## src/rtl/sha256_pkg.sv

```systemverilog
// Shared definitions for the SHA-256 message sequencer and its block packer.
package sha256_pkg;

  localparam int SHA_BLOCK_W  = 512;
  localparam int SHA_DIGEST_W = 256;
  localparam int LEN_FIELD_W  = 64;
  localparam int BLOCK_BYTES  = 64;

  localparam logic [7:0] PAD_BYTE      = 8'h80;
  localparam logic [5:0] LAST_BYTE_IDX = 6'd63;
  // Highest byte position for 0x80 that still leaves room for the length field
  localparam logic [5:0] LAST_PAD_IDX  = 6'd55;

  typedef enum logic [2:0] {
    IDLE   = 3'd0,
    FILL   = 3'd1,
    PAD    = 3'd2,
    LEN    = 3'd3,
    KICK   = 3'd4,
    WAIT   = 3'd5,
    DIGEST = 3'd6
  } seq_state_e;

  typedef enum logic [2:0] {
    PK_NONE  = 3'd0,
    PK_CLEAR = 3'd1,
    PK_WRITE = 3'd2,
    PK_PAD   = 3'd3,
    PK_LEN   = 3'd4
  } pack_op_e;

endpackage

```

## src/rtl/sha256_block_packer.sv

```systemverilog
// 512-bit block buffer: byte writes (byte 0 = MSB), 0x80 padding with zero fill,
// and insertion of the 64-bit length field.
module sha256_block_packer
  import sha256_pkg::*;
(
  input  logic                   clk,
  input  logic                   rst,
  input  pack_op_e               op,
  input  logic [5:0]             idx,
  input  logic [7:0]             data,
  input  logic [LEN_FIELD_W-1:0] len_bits,
  output logic [SHA_BLOCK_W-1:0] block
);

  // Buffer update; padding zeroes every byte that follows the 0x80 marker
  always_ff @(posedge clk or posedge rst) begin
    if (rst) begin
      block <= '0;
    end else begin
      case (op)
        PK_CLEAR: block <= '0;
        PK_WRITE: begin
          for (int b = 0; b < BLOCK_BYTES; b++) begin
            if (6'(b) == idx) block[SHA_BLOCK_W-1-8*b -: 8] <= data;
          end
        end
        PK_PAD: begin
          for (int b = 0; b < BLOCK_BYTES; b++) begin
            if (6'(b) == idx)     block[SHA_BLOCK_W-1-8*b -: 8] <= PAD_BYTE;
            else if (6'(b) > idx) block[SHA_BLOCK_W-1-8*b -: 8] <= 8'h00;
          end
        end
        PK_LEN:  block[LEN_FIELD_W-1:0] <= len_bits;
        default: block <= block;
      endcase
    end
  end

endmodule

```

## src/rtl/sha256_msg_sequencer.sv

```systemverilog
// Byte-stream front end and controller for an iterated SHA-256 compression core.
// Optional macro SHA_SEQ_ABORT_EN adds an abort input that drains the core and returns to IDLE.
module sha256_msg_sequencer
  import sha256_pkg::*;
#(
  parameter int LEN_W = 32
) (
  input  logic                    clk,
  input  logic                    rst,
  input  logic                    in_valid,
  input  logic [7:0]              in_data,
  input  logic                    in_keep,
  input  logic                    in_last,
  output logic                    in_ready,
  output logic                    core_start,
  output logic                    core_first,
  output logic [SHA_BLOCK_W-1:0]  core_block,
  input  logic [SHA_DIGEST_W-1:0] core_hash,
  input  logic                    core_ready,
  output logic [SHA_DIGEST_W-1:0] digest,
  output logic                    digest_valid,
  input  logic                    digest_ack,
`ifdef SHA_SEQ_ABORT_EN
  input  logic                    abort,
`endif
  output logic                    busy
);

  localparam logic [LEN_W-1:0] COUNT_ONE = {{(LEN_W-1){1'b0}}, 1'b1};

  seq_state_e             state;
  logic [5:0]             idx;
  logic [LEN_W-1:0]       byte_count;
  logic                   first_blk;
  logic                   last_blk;
  logic                   len_pending;
  logic                   pending_pad;
  logic                   ready_low_seen;
`ifdef SHA_SEQ_ABORT_EN
  logic                   draining;
`endif

  logic                   beat;
  logic                   wait_done;
  pack_op_e               pk_op;
  logic [LEN_FIELD_W-1:0] len_bits;

  assign beat      = in_valid && in_ready;
  assign wait_done = ready_low_seen && core_ready;
  assign len_bits  = {{(LEN_FIELD_W-LEN_W-3){1'b0}}, byte_count, 3'b000};

  // Buffer operation requested by the current state
  always_comb begin
    pk_op = PK_NONE;
    case (state)
      IDLE, FILL: begin
        if (beat && in_keep) pk_op = PK_WRITE;
        else                 pk_op = PK_NONE;
      end
      PAD: pk_op = PK_PAD;
      LEN: pk_op = PK_LEN;
      WAIT: begin
        if (wait_done && !last_blk && len_pending) pk_op = PK_CLEAR;
        else                                       pk_op = PK_NONE;
      end
      default: pk_op = PK_NONE;
    endcase
  end

  sha256_block_packer u_packer (
    .clk      (clk),
    .rst      (rst),
    .op       (pk_op),
    .idx      (idx),
    .data     (in_data),
    .len_bits (len_bits),
    .block    (core_block)
  );

  // Sequencer FSM with registered handshake outputs
  always_ff @(posedge clk or posedge rst) begin
    if (rst) begin
      state          <= IDLE;
      in_ready       <= 1'b1;
      core_start     <= 1'b0;
      core_first     <= 1'b0;
      digest         <= '0;
      digest_valid   <= 1'b0;
      busy           <= 1'b0;
      idx            <= 6'd0;
      byte_count     <= '0;
      first_blk      <= 1'b1;
      last_blk       <= 1'b0;
      len_pending    <= 1'b0;
      pending_pad    <= 1'b0;
      ready_low_seen <= 1'b0;
`ifdef SHA_SEQ_ABORT_EN
      draining       <= 1'b0;
`endif
    end
`ifdef SHA_SEQ_ABORT_EN
    else if (abort) begin
      state        <= IDLE;
      idx          <= 6'd0;
      byte_count   <= '0;
      first_blk    <= 1'b1;
      last_blk     <= 1'b0;
      len_pending  <= 1'b0;
      pending_pad  <= 1'b0;
      digest_valid <= 1'b0;
      core_first   <= 1'b0;
      // A started core must be allowed to finish before it can take a new block
      if (core_start) begin
        draining <= 1'b1;
        in_ready <= 1'b0;
        busy     <= 1'b1;
      end else begin
        draining <= 1'b0;
        in_ready <= 1'b1;
        busy     <= 1'b0;
      end
    end else if (draining) begin
      if (!core_ready) begin
        ready_low_seen <= 1'b1;
      end else if (ready_low_seen) begin
        core_start <= 1'b0;
        draining   <= 1'b0;
        in_ready   <= 1'b1;
        busy       <= 1'b0;
      end else begin
        ready_low_seen <= ready_low_seen;
      end
    end
`endif
    else begin
      case (state)
        IDLE, FILL: begin
          if (beat && in_keep) begin
            idx <= idx + 6'd1;
            if (byte_count != '1) byte_count <= byte_count + COUNT_ONE;
            busy <= 1'b1;
            if (idx == LAST_BYTE_IDX) begin
              state       <= KICK;
              in_ready    <= 1'b0;
              pending_pad <= in_last;
            end else if (in_last) begin
              state    <= PAD;
              in_ready <= 1'b0;
            end else begin
              state <= FILL;
            end
          end else if (beat && in_last) begin
            state    <= PAD;
            in_ready <= 1'b0;
            busy     <= 1'b1;
          end else begin
            state <= state;
          end
        end
        PAD: begin
          pending_pad <= 1'b0;
          if (idx <= LAST_PAD_IDX) begin
            state <= LEN;
          end else begin
            state       <= KICK;
            len_pending <= 1'b1;
          end
        end
        LEN: begin
          last_blk <= 1'b1;
          state    <= KICK;
        end
        KICK: begin
          core_start     <= 1'b1;
          core_first     <= first_blk;
          ready_low_seen <= 1'b0;
          state          <= WAIT;
        end
        WAIT: begin
          // Ready must be seen low first so a stale ready from the previous block is ignored
          if (!core_ready) begin
            ready_low_seen <= 1'b1;
          end else if (ready_low_seen) begin
            core_start <= 1'b0;
            core_first <= 1'b0;
            first_blk  <= 1'b0;
            if (last_blk) begin
              state        <= DIGEST;
              digest       <= core_hash;
              digest_valid <= 1'b1;
            end else if (len_pending) begin
              len_pending <= 1'b0;
              state       <= LEN;
            end else if (pending_pad) begin
              state <= PAD;
            end else begin
              state    <= FILL;
              in_ready <= 1'b1;
            end
          end else begin
            ready_low_seen <= ready_low_seen;
          end
        end
        DIGEST: begin
          if (digest_ack) begin
            digest_valid <= 1'b0;
            state        <= IDLE;
            in_ready     <= 1'b1;
            busy         <= 1'b0;
            idx          <= 6'd0;
            byte_count   <= '0;
            first_blk    <= 1'b1;
            last_blk     <= 1'b0;
            len_pending  <= 1'b0;
            pending_pad  <= 1'b0;
          end else begin
            state <= DIGEST;
          end
        end
        default: begin
          state    <= IDLE;
          in_ready <= 1'b1;
          busy     <= 1'b0;
        end
      endcase
    end
  end

endmodule

```

## config.mk

```make
export PLATFORM = sky130hd
export DESIGN_NAME = sha256_msg_sequencer
export DESIGN_NICKNAME = d
export VERILOG_FILES = /design/src/rtl/sha256_pkg.sv /design/src/rtl/sha256_block_packer.sv /design/src/rtl/sha256_msg_sequencer.sv
export SDC_FILE = /design/constraint.sdc
export NUM_CORES = 2
export LEC_CHECK = 0
export ABC_CLOCK_PERIOD_IN_PS = 47900
export CORE_AREA = 10 10 393 395
export DETAILED_ROUTE_END_ITERATION = 7
export DIE_AREA = 0 0 403 405
export DONT_BUFFER_PORTS = 1
export SKIP_LAST_GASP = 1
export SYNTH_ARGS = -nofsm -noshare
export SYNTH_HDL_FRONTEND = slang
export SYNTH_SLANG_ARGS = --single-unit
```

## constraint.sdc

```tcl
create_clock -name clk -period 47.9 [get_ports clk]
set_input_delay 7.185 -clock clk [delete_from_list [all_inputs] [get_ports clk]]
set_output_delay 7.185 -clock clk [all_outputs]
set_load 0.03 [all_outputs]
```

==> results.sh <==
export IMPL_status="finished, final reports clean"
export IMPL_cp_start_kind="primary input"
export IMPL_wl_per_cell_um=34.8
export IMPL_die_h_um=405
export IMPL_ys_top_cells_by_area="dfrtp_1 (61%), mux2_2 (15%), o21ai_0 (4.7%)"
export IMPL_dr_pass1_iters=6
export IMPL_viasPerCell=4.99
export IMPL_ys_flop_type="dfrtp_1"
export IMPL_register_area_um2=20500
export IMPL_clk_pin_slew_ns=0.06
export IMPL_hold_path_class="register to register"
export IMPL_worst_slack_ns=38.12
export IMPL_io_buffers=0
export IMPL_routabilityCongestion=0.918
export IMPL_drt_wl_total_um=161000
export IMPL_start_util=0.229
export IMPL_grt_overflow_total=0
export IMPL_cts_tree="yes"
export IMPL_grt_pass1_vias=23115
export IMPL_yosys_register_bits=819
export IMPL_grt_total_usage=0.189
export IMPL_drtIter0Drc=1945
export IMPL_whs_path_depth=2
export IMPL_cts_sinks=819
export IMPL_rows=141
export IMPL_post_cts_buffers=0
export IMPL_vias=23081
export IMPL_clk_latency_ns=0.70
export IMPL_powerDensity_nw_per_um2=36.7
export IMPL_finClkSkew_ns=0.0352
export IMPL_synthesis_area_um2=33600
export IMPL_synth_top_area_share=0.608
export IMPL_ctsHoldBuffers=0
export IMPL_grt_pass1_wl_um=215000
export IMPL_dieArea_um2=163000
export IMPL_slew_viol_final=0
export IMPL_io_pins=1044
export IMPL_required_ns=48.47
export IMPL_fp_dieW_um=403
export IMPL_ant_nets=0
export IMPL_cts_root_buf="clkbuf_16"
export IMPL_ys_seq_area_frac=0.610
export IMPL_fin_crit_sh=0.204
export IMPL_slew_headroom=0.172
export IMPL_dp_cells=4440
export IMPL_worstPathArrival_ns=10.35
export IMPL_setup_violations=0
export IMPL_ir_drop_uv=30.8
export IMPL_antenna_found_initial=68
export IMPL_areaGrowthSynthToFinish_pct=15.4
export IMPL_setup_tns_ns=0
export IMPL_path_class="primary input to register"
export IMPL_maxCapViolCount=0
export IMPL_p_leak_nw=17.5
export IMPL_hpwl_um=126000
export IMPL_synth_cells=2644
export IMPL_syn_nets=2920
export IMPL_htreeDepth=3
export IMPL_drc=0
export IMPL_period_needed_ns=9.78
export IMPL_num_fill_cells=15194
export IMPL_synth_cell_types=97
export IMPL_grt_max_degree=178
export IMPL_end_kind="register"
export IMPL_cp_max_fo=78
export IMPL_async_reset_ff_frac=1.00
export IMPL_synth_edf_count=0
export IMPL_fp_coreArea_um2=147000
export IMPL_ctsResizeCount=0
export IMPL_multi_input_comb_area_um2=12200
export IMPL_cts_path_max_buffers=3
export IMPL_rr_worst_depth=7
export IMPL_synth_warnings=0
export IMPL_finalHoldViolCount=0
export IMPL_synth_top_area_cell="dfrtp_1"
export IMPL_synth_avg_cell_area_um2=12.7
export IMPL_pre_cts_ws_ns=37.39
export IMPL_rsz0062_at_grt="no"
export IMPL_cts_buffers=93
export IMPL_final_nets=2881
export IMPL_drive_gt1_frac=0.273
export IMPL_fmax_mhz=102
export IMPL_layout_cells_non_filler=4626
export IMPL_worst_pin_slew_ns=1.24
-- synthesized netlist by cell type (all sizes together) (20+ instances only) --
library cell / instances
mux2: 440
dfrtp: 817
buf: 76
or3: 21
nand2: 203
nor2: 68
a22o: 74
a21oi: 97
o31ai: 20
nand3: 36
and3: 20
o21ai: 331
clkbuf: 121
o2bb2ai: 65
-- cell families (layout without fill, tap and decap cells) --
family	Yosys count	after routing	share of synthesized area
muxes	444	444	0.149
xor gates and xnor gates	6	6	0.00156
and+or+nand+nor	454	454	0.0684
buffers and inverters	214	248	0.0282
other	0	18	0
DFF	819	819	0.610
adders and majority gates	5	5	0.00186
AOI/OAI and AO/OA	702	702	0.141
-- cell type report --
cell class,instances,area share
clock buffers,131,0.0684
inverters,17,0.00184
diodes,18,0.00116
well taps,1930,0.0623
multi-input cells,1611,0.314
repair buffers,63,0.0132
flip-flops and latches,819,0.529
clock inverters,37,0.0102
-- worst max-delay path: stages --
cell and delay [ns]:
nand2_1 0.15, nor4b_4 0.26, buf_4 0.55, buf_4 0.73, buf_4 0.89, mux2_2 0.43
-- power by group --
part | switching (W) | leakage [nW] | internal, W
logic | 0.0000138 | 4.69 | 0.000000932
registers | 0.0000000372 | 11.4 | 0.000692
clock network | 0.000311 | 1.47 | 0.000406
total | 0.000324 | 17.5 | 0.00110
-- cells in the final DEF, fill, tap and decap left out, types with 15 or more instances in the layout --
cell	n
nand3_1	36
clkbuf_16	95
a22o_1	74
nand2_1	199
nor2_1	65
diode_2	18
clkbuf_1	22
mux2_2	436
o21ai_0	316
buf_4	60
dfrtp_1	817
o31ai_1	19
inv_1	15
or3_1	21
a21oi_1	93
o2bb2ai_1	65
-- path summary, 6_finish.rpt --
| kind | from | endpoint | slack, ns |
|---|---|---|---|
| hold reg to reg | first_blk | first_blk | 0.48 |
| hold / removal | first_blk | first_blk | 0.48 |
| setup reg to reg | state[1] | u_packer.block[138] | 43.52 |
| min in group asynchronous | rst | digest[76] | 6.53 |
| max in group asynchronous | rst | digest[7] | 38.30 |
| setup / recovery | core_ready | digest[104] | 38.12 |
-- layer usage --
layer / global-route usage / part of all wire / vias to the layer above
li1: - / - / 9548
met1: 0.202 / 0.34 / 11923
met2: 0.338 / 0.51 / 1272
met3: 0.0735 / 0.10 / 296
met4: 0.0638 / 0.034 / 42
met5: 0 / 0.0018 / -
-- sequential cells by signal (all words and copies together), names as in the netlist, 3 cells and up --
register / flops
u_packer.block: 512
idx: 6
digest: 256
state: 3
byte_count: 32
-- per-stage QoR --
| step | power [W] | hold slack [ns] | util | cell area, µm² |
|---|---|---|---|---|
| floorplan | 0.000716 | 0.451 | - | 33600 |
| global placement | 0.000720 | 0.466 | 0.243 | 35700 |
| detailed placement | 0.000720 | 0.470 | 0.243 | 35700 |
| CTS | 0.00145 | 0.480 | 0.264 | 38700 |
| global route | 0.00147 | 0.512 | 0.264 | 38700 |
| finish | 0.00142 | 0.479 | 0.264 | 38800 |
No activity file was read; power rests on OpenSTA's default activity.
